===== src/rtl/dtree_pkg.sv =====
`default_nettype none
// ============================================================================
// Module   : dtree_pkg
// Brief    : Shared widths, node record, FSM states and node-packing helper
//            for the sequential decision-tree evaluator.
// Revision : 1.0 - initial release
// ============================================================================
package dtree_pkg;

    localparam int N_FEAT    = 7;
    localparam int FEAT_W    = 8;
    localparam int CLASS_W   = 5;
    localparam int N_NODES   = 32;
    localparam int MAX_DEPTH = 16;

    localparam int AW     = $clog2(N_NODES);
    localparam int FI_W   = $clog2(N_FEAT);
    localparam int SH_W   = $clog2(FEAT_W);
    localparam int DW     = $clog2(MAX_DEPTH + 1);
    localparam int NODE_W = 1 + FI_W + SH_W + FEAT_W + 2 * AW;

    localparam logic [CLASS_W-1:0] ERR_CLASS = '1;

    typedef struct packed {
        logic              is_leaf;
        logic [FI_W-1:0]   feat_idx;
        logic [SH_W-1:0]   shift;
        logic [FEAT_W-1:0] threshold;
        logic [AW-1:0]     left;
        logic [AW-1:0]     right;
    } node_t;

    typedef enum logic [1:0] {
        IDLE = 2'd0,
        WALK = 2'd1,
        DONE = 2'd2
    } state_t;

    // Reset value of every table entry: a leaf reporting class 0.
    localparam node_t LEAF_ZERO = node_t'({1'b1, {(NODE_W-1){1'b0}}});

    function automatic node_t pack_node(
        input logic              leaf,
        input logic [FI_W-1:0]   fi,
        input logic [SH_W-1:0]   sh,
        input logic [FEAT_W-1:0] thr,
        input logic [AW-1:0]     l,
        input logic [AW-1:0]     r
    );
        node_t n;
        n.is_leaf   = leaf;
        n.feat_idx  = fi;
        n.shift     = sh;
        n.threshold = thr;
        n.left      = l;
        n.right     = r;
        return n;
    endfunction

endpackage
`default_nettype wire


===== src/rtl/dtree_seq_eval_if.sv =====
`default_nettype none
// ============================================================================
// Module   : dtree_seq_eval_if
// Brief    : Feature-in / class-out handshakes and node-table config bus.
// Revision : 1.0 - initial release
// ============================================================================
interface dtree_seq_eval_if;
    import dtree_pkg::*;

    logic                     in_valid;
    logic                     in_ready;
    logic [N_FEAT*FEAT_W-1:0] in_features;
    logic                     out_valid;
    logic                     out_ready;
    logic [CLASS_W-1:0]       out_class;
    logic [DW-1:0]            out_depth;
    logic                     out_err;
    logic                     cfg_we;
    logic [AW-1:0]            cfg_addr;
    logic [NODE_W-1:0]        cfg_wdata;
    logic                     cfg_err;

    modport master (
        output in_valid, in_features, out_ready, cfg_we, cfg_addr, cfg_wdata,
        input  in_ready, out_valid, out_class, out_depth, out_err, cfg_err
    );

    modport slave (
        input  in_valid, in_features, out_ready, cfg_we, cfg_addr, cfg_wdata,
        output in_ready, out_valid, out_class, out_depth, out_err, cfg_err
    );

endinterface
`default_nettype wire


===== src/rtl/dtree_node_table.sv =====
`default_nettype none
// ============================================================================
// Module   : dtree_node_table
// Brief    : N_NODES x NODE_W register file, one sync write, one async read.
// Revision : 1.0 - initial release
// ============================================================================
module dtree_node_table
    import dtree_pkg::*;
(
    input  wire logic          clk,
    input  wire logic          rst_n,
    input  wire logic          we,
    input  wire logic [AW-1:0] waddr,
    input  wire node_t         wdata,
    input  wire logic [AW-1:0] raddr,
    output node_t              rdata
);

    node_t r_mem [N_NODES];

    always_ff @(posedge clk or negedge rst_n) begin
        if (!rst_n) begin
            for (int i = 0; i < N_NODES; i++) r_mem[i] <= LEAF_ZERO;
        end else if (we) begin
            r_mem[waddr] <= wdata;
        end
    end

    assign rdata = r_mem[raddr];

endmodule
`default_nettype wire


===== src/rtl/dtree_seq_eval.sv =====
`default_nettype none
// ============================================================================
// Module   : dtree_seq_eval
// Brief    : Sequential decision-tree classifier, one node comparison/cycle.
// Revision : 1.0 - initial release
// ============================================================================
module dtree_seq_eval
    import dtree_pkg::*;
(
    input  wire logic       clk,
    input  wire logic       rst_n,
    dtree_seq_eval_if.slave bus
);

    state_t             r_state;
    state_t             w_state_nxt;
    logic [AW-1:0]      r_ptr;
    logic [DW-1:0]      r_depth;
    logic [FEAT_W-1:0]  r_feat [N_FEAT];
    logic [CLASS_W-1:0] r_class;
    logic [DW-1:0]      r_out_depth;
    logic               r_err;
    logic               r_cfg_err;

    node_t              w_node;
    logic [FEAT_W-1:0]  w_sel;
    logic [FEAT_W-1:0]  w_opnd;
    logic               w_take;
    logic               w_accept;
    logic               w_leaf;
    logic               w_wdog;
    logic               w_step;
    logic               w_tbl_we;

    assign w_tbl_we = bus.cfg_we && (r_state == IDLE);

    dtree_node_table u_table (
        .clk   (clk),
        .rst_n (rst_n),
        .we    (w_tbl_we),
        .waddr (bus.cfg_addr),
        .wdata (node_t'(bus.cfg_wdata)),
        .raddr (r_ptr),
        .rdata (w_node)
    );

    // Out-of-range feature indices select a zero operand.
    always_comb begin
        w_sel = '0;
        for (int i = 0; i < N_FEAT; i++) begin
            if (int'(w_node.feat_idx) == i) w_sel = r_feat[i];
        end
    end

    // A logical shift by FEAT_W or more already yields zero.
    assign w_opnd = w_sel >> w_node.shift;
    assign w_take = (w_opnd <= w_node.threshold);

    always_comb begin
        w_state_nxt = r_state;
        w_accept    = 1'b0;
        w_leaf      = 1'b0;
        w_wdog      = 1'b0;
        w_step      = 1'b0;
        case (r_state)
            IDLE: begin
                if (bus.in_valid) begin
                    w_accept    = 1'b1;
                    w_state_nxt = WALK;
                end
            end
            WALK: begin
                if (w_node.is_leaf) begin
                    w_leaf      = 1'b1;
                    w_state_nxt = DONE;
                end else if (r_depth == DW'(MAX_DEPTH)) begin
                    w_wdog      = 1'b1;
                    w_state_nxt = DONE;
                end else begin
                    w_step = 1'b1;
                end
            end
            DONE: begin
                if (bus.out_ready) w_state_nxt = IDLE;
            end
            default: w_state_nxt = IDLE;
        endcase
    end

    always_ff @(posedge clk or negedge rst_n) begin
        if (!rst_n) r_state <= IDLE;
        else        r_state <= w_state_nxt;
    end

    always_ff @(posedge clk or negedge rst_n) begin
        if (!rst_n) begin
            r_ptr       <= '0;
            r_depth     <= '0;
            r_class     <= '0;
            r_out_depth <= '0;
            r_err       <= 1'b0;
            r_cfg_err   <= 1'b0;
            for (int i = 0; i < N_FEAT; i++) r_feat[i] <= '0;
        end else begin
            r_cfg_err <= bus.cfg_we && (r_state != IDLE);
            if (w_accept) begin
                for (int i = 0; i < N_FEAT; i++)
                    r_feat[i] <= bus.in_features[i*FEAT_W +: FEAT_W];
                r_ptr   <= '0;
                r_depth <= '0;
            end
            if (w_step) begin
                r_ptr <= w_take ? w_node.left : w_node.right;
                if (r_depth != DW'(MAX_DEPTH)) r_depth <= r_depth + 1'b1;
            end
            if (w_leaf) begin
                r_class     <= w_node.threshold[CLASS_W-1:0];
                r_out_depth <= r_depth;
                r_err       <= 1'b0;
            end
            if (w_wdog) begin
                r_class     <= ERR_CLASS;
                r_out_depth <= DW'(MAX_DEPTH);
                r_err       <= 1'b1;
            end
        end
    end

    assign bus.in_ready  = (r_state == IDLE);
    assign bus.out_valid = (r_state == DONE);
    assign bus.out_class = r_class;
    assign bus.out_depth = r_out_depth;
    assign bus.out_err   = r_err;
    assign bus.cfg_err   = r_cfg_err;

endmodule
`default_nettype wire


===== src/flat_wrapper.sv =====
// flat-port wrapper written by rule: the top's interface ports become plain ports
module dtree_seq_eval_flat import dtree_pkg::*;
  (clk, rst_n, bus_in_valid, bus_in_features, bus_out_ready, bus_cfg_we, bus_cfg_addr, bus_cfg_wdata, bus_in_ready, bus_out_valid, bus_out_class, bus_out_depth, bus_out_err, bus_cfg_err);
  dtree_seq_eval_if bus_i ();
  input  wire logic clk;
  input  wire logic rst_n;
  input wire logic [$bits(bus_i.in_valid)-1:0] bus_in_valid;
  input wire logic [$bits(bus_i.in_features)-1:0] bus_in_features;
  input wire logic [$bits(bus_i.out_ready)-1:0] bus_out_ready;
  input wire logic [$bits(bus_i.cfg_we)-1:0] bus_cfg_we;
  input wire logic [$bits(bus_i.cfg_addr)-1:0] bus_cfg_addr;
  input wire logic [$bits(bus_i.cfg_wdata)-1:0] bus_cfg_wdata;
  output wire logic [$bits(bus_i.in_ready)-1:0] bus_in_ready;
  output wire logic [$bits(bus_i.out_valid)-1:0] bus_out_valid;
  output wire logic [$bits(bus_i.out_class)-1:0] bus_out_class;
  output wire logic [$bits(bus_i.out_depth)-1:0] bus_out_depth;
  output wire logic [$bits(bus_i.out_err)-1:0] bus_out_err;
  output wire logic [$bits(bus_i.cfg_err)-1:0] bus_cfg_err;
  assign bus_i.in_valid = bus_in_valid;
  assign bus_i.in_features = bus_in_features;
  assign bus_i.out_ready = bus_out_ready;
  assign bus_i.cfg_we = bus_cfg_we;
  assign bus_i.cfg_addr = bus_cfg_addr;
  assign bus_i.cfg_wdata = bus_cfg_wdata;
  assign bus_in_ready = bus_i.in_ready;
  assign bus_out_valid = bus_i.out_valid;
  assign bus_out_class = bus_i.out_class;
  assign bus_out_depth = bus_i.out_depth;
  assign bus_out_err = bus_i.out_err;
  assign bus_cfg_err = bus_i.cfg_err;
  dtree_seq_eval u_core (.clk(clk), .rst_n(rst_n), .bus(bus_i));
endmodule

===== config.mk =====
export PLATFORM = sky130hd
export DESIGN_NAME = dtree_seq_eval_flat
export DESIGN_NICKNAME = d
export VERILOG_FILES = /design/src/rtl/dtree_pkg.sv /design/src/rtl/dtree_seq_eval_if.sv /design/src/rtl/dtree_node_table.sv /design/src/rtl/dtree_seq_eval.sv /design/src/flat_wrapper.sv
export SDC_FILE = /design/constraint.sdc
export NUM_CORES = 1
export LEC_CHECK = 0
export CAP_MARGIN = 20
export CORE_ASPECT_RATIO = 0.8
export CORE_MARGIN = 2
export CORE_UTILIZATION = 53
export CTS_CLUSTER_DIAMETER = 30
export DETAILED_ROUTE_END_ITERATION = 8
export PLACE_DENSITY = 0.7
export REMOVE_ABC_BUFFERS = 1
export SYNTH_ARGS = -nofsm -noshare
export SYNTH_HDL_FRONTEND = slang
export SYNTH_SLANG_ARGS = --single-unit
export TNS_END_PERCENT = 1

===== constraint.sdc =====
create_clock -name clk -period 15.85 [get_ports clk]
set_clock_uncertainty 0.15 [all_clocks]
set_input_delay 3.17 -clock clk [delete_from_list [all_inputs] [get_ports clk]]
set_output_delay 3.17 -clock clk [all_outputs]
set_load 0.02 [all_outputs]

### After elaboration in Yosys (flattened, before gate mapping)

Cells that the tools add are included.

| storage, ports and cells | value |
|---|---|
| bits in registers | 880 |
| logic and storage cells | 276 |

| cells by class | value |
|---|---|
| reductions and logical operators | 9 |
| shifts and indexed selects | 1 |
| muxes and demuxes | 40 |
| add/sub/neg operators | 1 |
| equal/unequal tests | 13 |
| magnitude comparators | 4 |
| bitwise logic cells | 2 |

Operators by type and width:

| kind | count |
|---|---|
| bitwise mux 800 bit | 1 |
| binary-select mux 25 bit (select 5 bit) | 1 |
| demux 25 bit (select 5 bit) | 1 |
| two-way mux 25 bit | 3 |
| two-way mux 8 bit | 7 |
| two-way mux 5 bit | 10 |
| equality test 3 bit (second input constant) | 4 |
| >= comparator 6 bit (second input constant) | 2 |
| two-way mux 1 bit | 12 |
| NOT 5 -> 6 bit | 2 |
| <= comparator 8 bit | 1 |
| two-way mux 2 bit | 4 |
| >> shifter 8 x 3 -> 8 bit | 1 |
| equality test 3 x 2 -> 1 bit (second input constant) | 2 |
| < comparator 6 x 1 -> 1 bit (second input constant) | 1 |
| case mux 2 bit (3 select lines) | 1 |
| nonzero test 2 bit | 3 |
| adder 5 x 1 -> 5 bit (second input constant) | 1 |
| equality test 5 bit (second input constant) | 1 |
| != test 5 bit (second input constant) | 1 |
| != test 2 bit (second input constant) | 2 |
| logical AND 1 bit | 3 |
| zero test 3 bit | 1 |
| != test 3 x 2 -> 1 bit (second input constant) | 1 |
| other kinds (4) | 4 |

### Longest topological paths before layout

Gate-level depths: netlist of run 1.

| depth | value |
|---|---|
| depth in word-level cells | 16 |
| gate-level depth with buffers | 25 |
| depth with buffers taken out | 21 |

### By module

A second synthesis of run 1 with hierarchy kept.

| unflattened totals | value |
|---|---|
| cell total of the unflattened synthesis | 3161 |
| area total of the unflattened synthesis | 41363.4 um2 |

Modules (own cells, without submodules):

| module | sequential area each (um2) | area each (um2) | cells an instance | times used |
|---|---|---|---|---|
| dtree_node_table | 20059.2 | 37270.7 | 2703 | 1 |
| dtree_seq_eval | 2001.9 | 4092.7 | 458 | 1 |

### Least setup slack after synthesis of run 1

Ideal clock, no wire load.

| path | value |
|---|---|
| path type | flip-flop to flip-flop |
| start point | register u_core.r_ptr[1] |
| end point | register u_core.r_ptr[3] |
| cell stages (with the launch flop) | 25 |
| data required time | 15549 ps |
| arrival | 5124 ps |
| path slack | 10424 ps |
| library setup time | 151 ps |
| cell sequence | dfrtp_1 -> buf_6 -> buf_6 -> buf_6 -> mux4_2 -> mux4_2 -> mux2i_4 -> mux2_2 -> a221o_1 -> nand3_1 -> mux2i_1 -> or3_1 -> o21ai_0 -> a21oi_1 -> ha_1 -> nor2b_1 -> o21a_1 -> o21ai_0 -> nand2b_1 -> a21oi_1 -> o21ai_0 -> o21ai_1 -> mux4_2 -> nand2_1 -> o31ai_1 |

| between the ends | value |
|---|---|
| cells in the longest elaborated chain, start to end | 16 |
| elaborated cells between the ends (all ways) | 25 |
| classes of those cells | order compare: 1; eq/ne: 6; shift: 1; mux: 14; bitwise: 1; reduce/logical: 2 |

RTL lines:

| element | line | text |
|---|---|---|
| from (decl) | dtree_seq_eval.sv:17 | `logic [AW-1:0] r_ptr;` |
| from (signal assigned) | dtree_seq_eval.sv:113 | `r_ptr <= w_take ? w_node.left : w_node.right;` |
| NOT 5 -> 6 bit (implied by the code) (*) | dtree_node_table.sv:29 | `assign rdata = r_mem[raddr];` |
| binary-select mux 25 bit (select 5 bit) (*) | dtree_node_table.sv:29 |  |
| two-way mux 25 bit (implied by the code) (*) (2 in series) | dtree_node_table.sv:29 |  |
| zero test 3 bit | dtree_seq_eval.sv:51 | `if (int'(w_node.feat_idx) == i) w_sel = r_feat[i];` |
| two-way mux 8 bit (7 in series) | dtree_seq_eval.sv:51 |  |
| >> shifter 8 x 3 -> 8 bit | dtree_seq_eval.sv:56 | `assign w_opnd = w_sel >> w_node.shift;` |
| <= comparator 8 bit | dtree_seq_eval.sv:57 | `assign w_take = (w_opnd <= w_node.threshold);` |
| two-way mux 5 bit | dtree_seq_eval.sv:113 |  |
| two-way mux 5 bit | dtree_seq_eval.sv:112 | `if (w_step) begin` |

Every way passes the cells marked *; elsewhere a longest branch is shown, timed or not. The select of a mux whose other input is x is not followed.
A chain may end at the register's enable or synchronous reset.

### Worst setup path in the final report of run 1

| path | value |
|---|---|
| start point | register u_core.r_ptr[2] |
| end point | register u_core.r_ptr[3] |

Same word-level chain as after synthesis.

==> results_dict.tcl, run 1 <==
set metrics [dict create \
    status "complete, no violations" \
    path_max_fanout 48 \
    gp_routability_congestion 0.7807 \
    antenna_found_initial 1 \
    die_w_microns 311.6 \
    clk_pin_slew_worst_paths_ps 50 \
    cts_buffer_depth 3 \
    area_growth_pct 18.05 \
    drt_iter0_drc 1984 \
    synthArstFlopShare_pct 100.0 \
    cts_buffers 147 \
    synth_edf_count 0 \
    final_cells 3707 \
    setup_viol 0 \
    numPlacedInstances 3430 \
    critPathRequiredTime_ps 16260 \
    tns_ps 0 \
    grt-ovfl-total 0 \
    start_util_pct 53.40 \
    reg2reg_from "u_core.r_ptr[2]" \
    num_antenna_cells 0 \
    min_from "u_core.u_table.r_mem[711]" \
    drv_slew 0 \
    rsz0062_at_grt "no" \
    synth_top_flop_cell "dfrtp_1" \
    rrSetupSlack_ps 8660 \
    drcViolationCount 0 \
    ys_seq_area_share_pct 55.00 \
    min_to "u_core.u_table.r_mem[711]" \
    vias_per_cell 6.205 \
    fillers 5318 \
    grt_max_degree 164 \
    core_sq_um 75110 \
    finalNetCount 2675 \
    drive_gt1_share_pct 56.22 \
    endpoint_kind "flop" \
    num_rows 90 \
    mostFrequentLayoutCells "mux2_2 (869), dfrtp_1 (844), mux4_2 (254), clkbuf_16 (152), clkdlybuf4s50_1 (103)" \
    first_global_vias 24680 \
    tightest_slew_ps 1059 \
    cts.repair.resized 0 \
    max-cap-violations 0 \
    cts-root-buf "clkbuf_16" \
    portBuffers 104 \
    fin_crit_sh_pct 45.36 \
    cts_tree "built" \
    die-area_sq_um 77910 \
    wire_per_inst_microns 27.82 \
    p_leak_uw 0.02156 \
    ys_ff_latch 880 \
    synth_area_sq_um 40110 \
    rr_worst_depth 23 \
    post-cts-setup-buffer-count 0 \
    path_class "flop to flop" \
    worstPathArrival_ps 7600 \
    die_height_microns 250.1 \
    first_pass_iters 5 \
    drt_wl_total_microns 103100 \
    cts_hold_repair.buffers 0 \
    netlist_instances 2481 \
    hold_path_class "flop to flop" \
    hold_path_depth 1 \
    grt_usage_pct 27.25 \
    postSynthAreaPerCell_sq_um 16.17 \
    dp_hpwl_microns 57850 \
    clock_latency_ps 730 \
    power_density_nw_per_um2 177.2 \
    slew_headroom_pct 29.16 \
    critPathLaunchType "flop" \
    h-tree-depth 4 \
    grt_pass1_wl_microns 157500 \
    dr_total_vias 23000 \
    ant_nets 0 \
    hold_viol 0 \
    fmax_mhz 139.1 \
    clock-sinks 880 \
    min_period_ps 7189 \
    boundaryPins 105 \
    ir_drop_mv 0.09964 \
    final_common_cell "mux2_2" \
    ys_types 48 \
    yosys_warnings 0 \
    r2r-end "u_core.r_ptr[3]" \
]
==> metrics by stage <==
step,cell area (sq um),util (%),setup WS (ps),total power [uW],hold WS [ps]
5_1_grt,47350,63.05,8421,8770,353.3
4_1_cts,47170,62.80,8749,8434,348.2
3_5_place_dp,42110,56.07,8785,5205,338.0
6_report,47350,63.05,8661,8392,347.0
2_1_floorplan,39180,-,4013,4629,324.0
3_3_place_gp,42110,56.07,8859,5085,331.7
==> layout make-up <==
type                       instances  area (sq um)  share of cell area, %
tap                             1012          1266                  2.674
clock inverter                    77         887.1                  1.873
inverter                          12         47.55                 0.1004
sequential                       880         22070                  46.62
clock buffer                     193          4165                  8.796
timing repair buffer             167          1679                  3.546
multi-input combinational       1366         17230                  36.39
==> registers in the layout, summed over array words and instances, names as in the netlist <==
register,flops
u_core.r_depth,5
u_core.r_state,2
u_core.r_ptr,5
u_core.bus.out_depth,5
u_core.bus.out_err,1
u_core.bus.cfg_err,1
u_core.u_table.r_mem,800
u_core.r_feat,56
u_core.bus.out_class,5
==> where the power goes <==
| part | switching [uW] | leakage [uW] | internal [uW] |
|---|---|---|---|
| Sequential | 371 | 0.0116 | 2900 |
| Combinational | 819 | 0.00746 | 1100 |
| Clock | 1130 | 0.00245 | 2070 |
==> cells by family after synthesis <==
family / after synthesis / share of synthesized area, %
DFF: 880 / 55.00
adders and majority gates: 10 / 0.3119
and+or+nand+nor: 130 / 1.532
AOI/OAI and AO/OA: 67 / 1.079
muxes: 1157 / 39.60
xor gates and xnor gates: 2 / 0.04368
buffers and inverters: 235 / 2.433
==> worst max path at each step <==
stage                      endpoint       startpoint  slack, ps  cells after the start
detailed placement  u_core.r_ptr[3]  u_core.r_ptr[2]       8780                     23
global placement    u_core.r_ptr[2]  u_core.r_ptr[2]       8860                     23
finish              u_core.r_ptr[3]  u_core.r_ptr[2]       8660                     23
global route        u_core.r_ptr[3]  u_core.r_ptr[2]       8420                     23
CTS                 u_core.r_ptr[3]  u_core.r_ptr[2]       8750                     23
floorplan           u_core.r_ptr[3]  u_core.r_ptr[0]       4010                     18
==> Yosys cell counts (4+ instances only) <==
| library cell | count | area, sq um |
|---|---|---|
| a21o_1 | 4 | 30.03 |
| a21oi_1 | 13 | 65.06 |
| a221o_1 | 4 | 40.04 |
| a221oi_1 | 5 | 43.79 |
| a22oi_1 | 4 | 30.03 |
| and2_1 | 4 | 25.02 |
| buf_1 | 9 | 33.78 |
| buf_2 | 27 | 135.1 |
| buf_6 | 7 | 78.83 |
| clkbuf_1 | 178 | 668.1 |
| dfrtp_1 | 848 | 21220 |
| dfstp_2 | 32 | 840.8 |
| ha_1 | 10 | 125.1 |
| inv_1 | 12 | 45.04 |
| mux2_2 | 869 | 9786 |
| mux2i_1 | 31 | 310.3 |
| mux4_2 | 254 | 5720 |
| nand2_1 | 41 | 153.9 |
| nand3_1 | 13 | 65.06 |
| nor2_1 | 36 | 135.1 |
| nor2b_1 | 8 | 50.05 |
| nor3_1 | 7 | 35.03 |
| o21ai_0 | 21 | 105.1 |
| o31ai_1 | 5 | 37.54 |
==> routing by layer <==
metal	routed length [microns]	GRT usage, %	up-vias
met4	2751	9.162	2
li1	-	-	9542
met3	6450	6.061	197
met5	13	0	-
met2	48200	41.37	649
met1	45720	39.37	12610
==> worst max-delay path: stages, from the launching register on <==
cell      delay (ps)
dfrtp_4          800
buf_4            790
mux4_2           420
mux4_2           540
mux2i_4          650
nor2b_1          320
a221oi_1         360
a221o_1          190
mux2i_1           90
or3_1            330
o21ai_0          100
a21oi_1           90
ha_1             310
nor2b_1          130
o21a_1           160
o21ai_0          150
nand2b_1          80
a21oi_1          130
o21ai_0           80
o21ai_1          100
buf_4            290
mux4_2           530
nand2_1           90
o31ai_1           90
Power figures use the tool's default switching activity.
==> run 2: changes to the inputs <==
==> constraint.sdc (replaced) <==
create_clock -name clk -period 6.7 [get_ports clk]
set_clock_uncertainty 0.15 [all_clocks]
set_input_delay 1.34 -clock clk [delete_from_list [all_inputs] [get_ports clk]]
set_output_delay 1.34 -clock clk [all_outputs]
set_load 0.02 [all_outputs]
==> results_dict.tcl, run 2 (synthesis results as in run 1) <==
set metrics [dict create \
    hold_ws_ps 346.2 \
    portBuffers 104 \
    hold_viol 0 \
    area_growth_pct 19.08 \
    fmax_mhz 161.9 \
    clk_pin_slew_worst_paths_ps 50 \
    first_global_vias 25120 \
    die_height_microns 250.1 \
    ant_nets 0 \
    gp_routability_congestion 0.8364 \
    setup_viol 0 \
    reg_top3 "u_core.u_table.r_mem x800, u_core.r_feat x56" \
    cts_buffer_depth 3 \
    cts_tree "built" \
    path_class "flop to flop" \
    dr_total_vias 23110 \
    fillers 5272 \
    power_density_nw_per_um2 426.0 \
    final-seq-area_sq_um 22070 \
    internal_power_uw 14770 \
    clock-sinks 880 \
    drt_iter0_drc 1999 \
    cts_buffers 149 \
    drv_slew 0 \
    p_comb_share_pct 22.8 \
    first_pass_iters 5 \
    power_frac_seq_pct 37.9 \
    status "complete, no violations" \
    num_rows 90 \
    mostFrequentLayoutCells "mux2_2 (869), dfrtp_1 (844), mux4_2 (254), clkbuf_16 (157), clkdlybuf4s50_1 (103)" \
    dp_hpwl_microns 60480 \
    final_common_cell "mux2_2" \
    grt_pass1_wl_microns 159900 \
    grt_usage_pct 27.75 \
    fin_crit_sh_pct 92.18 \
    post-place-ws_ps 427.0 \
    power_frac_clock_pct 39.3 \
    hold_path_class "flop to flop" \
    finalNetCount 2687 \
    power_switching_uw 5581 \
    vias_per_cell 6.213 \
    cts-root-buf "clkbuf_16" \
    drcViolationCount 0 \
    slew_headroom_pct 20.91 \
    final_util_pct 63.59 \
    worst_slack_ps 523.8 \
    total_power_uw 20350 \
    boundaryPins 105 \
    num_antenna_cells 0 \
    h-tree-depth 4 \
    clock_latency_ps 740 \
    path_max_fanout 21 \
    core_sq_um 75110 \
    ir_drop_mv 0.2397 \
    endpoint_kind "flop" \
    tightest_slew_ps 1184 \
    worstPathArrival_ps 6600 \
    regMostFlops "u_core.u_table.r_mem" \
    critPathLaunchType "flop" \
    start_util_pct 53.40 \
    grt_max_degree 187 \
    die_w_microns 311.6 \
    max-cap-violations 0 \
    grt-ovfl-total 0 \
    drt_wl_total_microns 105500 \
    wire_per_inst_microns 28.37 \
    die-area_sq_um 77910 \
    multi_input_area_sq_um 17240 \
    drive_gt1_share_pct 56.43 \
    antenna_found_initial 3 \
    rsz0062_at_grt "no" \
    largest_register_ffs 800 \
    p_leak_uw 0.02176 \
    critPathRequiredTime_ps 7130 \
    min_period_ps 6176 \
    swShare_pct 27.43 \
]
[run 2: changes by cell type in the layout (fill, tap and decap cells not counted), sizes merged]
cell      delta
buf          +9
bufinv      +10
clkbuf       -5
clkinv       +1
clkinvlp     -3
inv          +1
[run 2: layer usage]
layer | part of all wire (%) | up-vias | wire [microns] | GRT usage (%)
met1 | 44 | 12690 | 46740 | 39.61
met5 | 0.037 | - | 39 | 0
met2 | 47 | 688 | 49350 | 42.53
met3 | 6.4 | 186 | 6755 | 6.466
li1 | - | 9538 | - | -
met4 | 2.5 | 6 | 2653 | 9.135
[run 2: final timing paths]
| kind | start | end | cells after the start | slack (ps) |
|---|---|---|---|---|
| max | u_core.r_ptr[1] | u_core.r_ptr[0] | 24 | 520 |
| min | u_core.bus.out_err | u_core.bus.out_err | 2 | 350 |
| max reg2reg | u_core.r_ptr[1] | u_core.r_ptr[0] | 24 | 520 |
| min reg2reg | u_core.bus.out_err | u_core.bus.out_err | 2 | 350 |
| max in group asynchronous | rst_n | u_core.u_table.r_mem[619] | 2 | 4270 |
| min in group asynchronous | rst_n | u_core.u_table.r_mem[416] | 1 | 550 |
[run 2: power groups by stage]
stage / Combinational [uW] / Clock [uW] / Sequential [uW]
floorplan: 3350 / 0 / 7600
global placement: 4410 / 0 / 7670
detailed placement: 4600 / 0 / 7760
CTS: 4630 / 8100 / 7690
global route: 5000 / 8370 / 7870
finish: 4630 / 8000 / 7710
[run 2: final cells by class]
type	instances	share of cell area, %
flip-flops and latches	880	46.21
multi-input cells	1366	36.09
clock buffers	187	8.621
repair buffers	177	3.814
well taps	1012	2.651
clock inverters	86	2.517
inverters	12	0.09954
[run 2: worst max-delay path, stage by stage (launching register included)]
cell and delay [ps]:
dfrtp_4 650, buf_4 250, mux4_2 520, mux4_2 510
mux2i_4 200, buf_4 260, nor2b_1 450, a221o_1 230
nand3_1 110, mux2i_1 200, or3_1 140, o21ai_0 80
a21oi_1 150, ha_1 260, nor2b_1 140, o21a_1 170
o21ai_0 140, nand2b_1 70, a21oi_1 130, o21ai_0 80
o21ai_1 150, buf_4 300, mux4_2 530, nand2_1 80
o31ai_1 60
[run 2: repair_timing]
item                                    CTS  global route
hold buffers                              0             0
gates resized for setup                   0             1
endpoints found under the setup margin    0             3
setup buffers                             0             1
[run 2: per-stage QoR]
stage               TNS [ps]  instances  cell area, sq um
floorplan             -69260       2258             39180
global placement           0       3439             42230
detailed placement         0       3440             42260
CTS                        0       3713             47580
global route               0       3720             47770
finish                     0       3720             47770
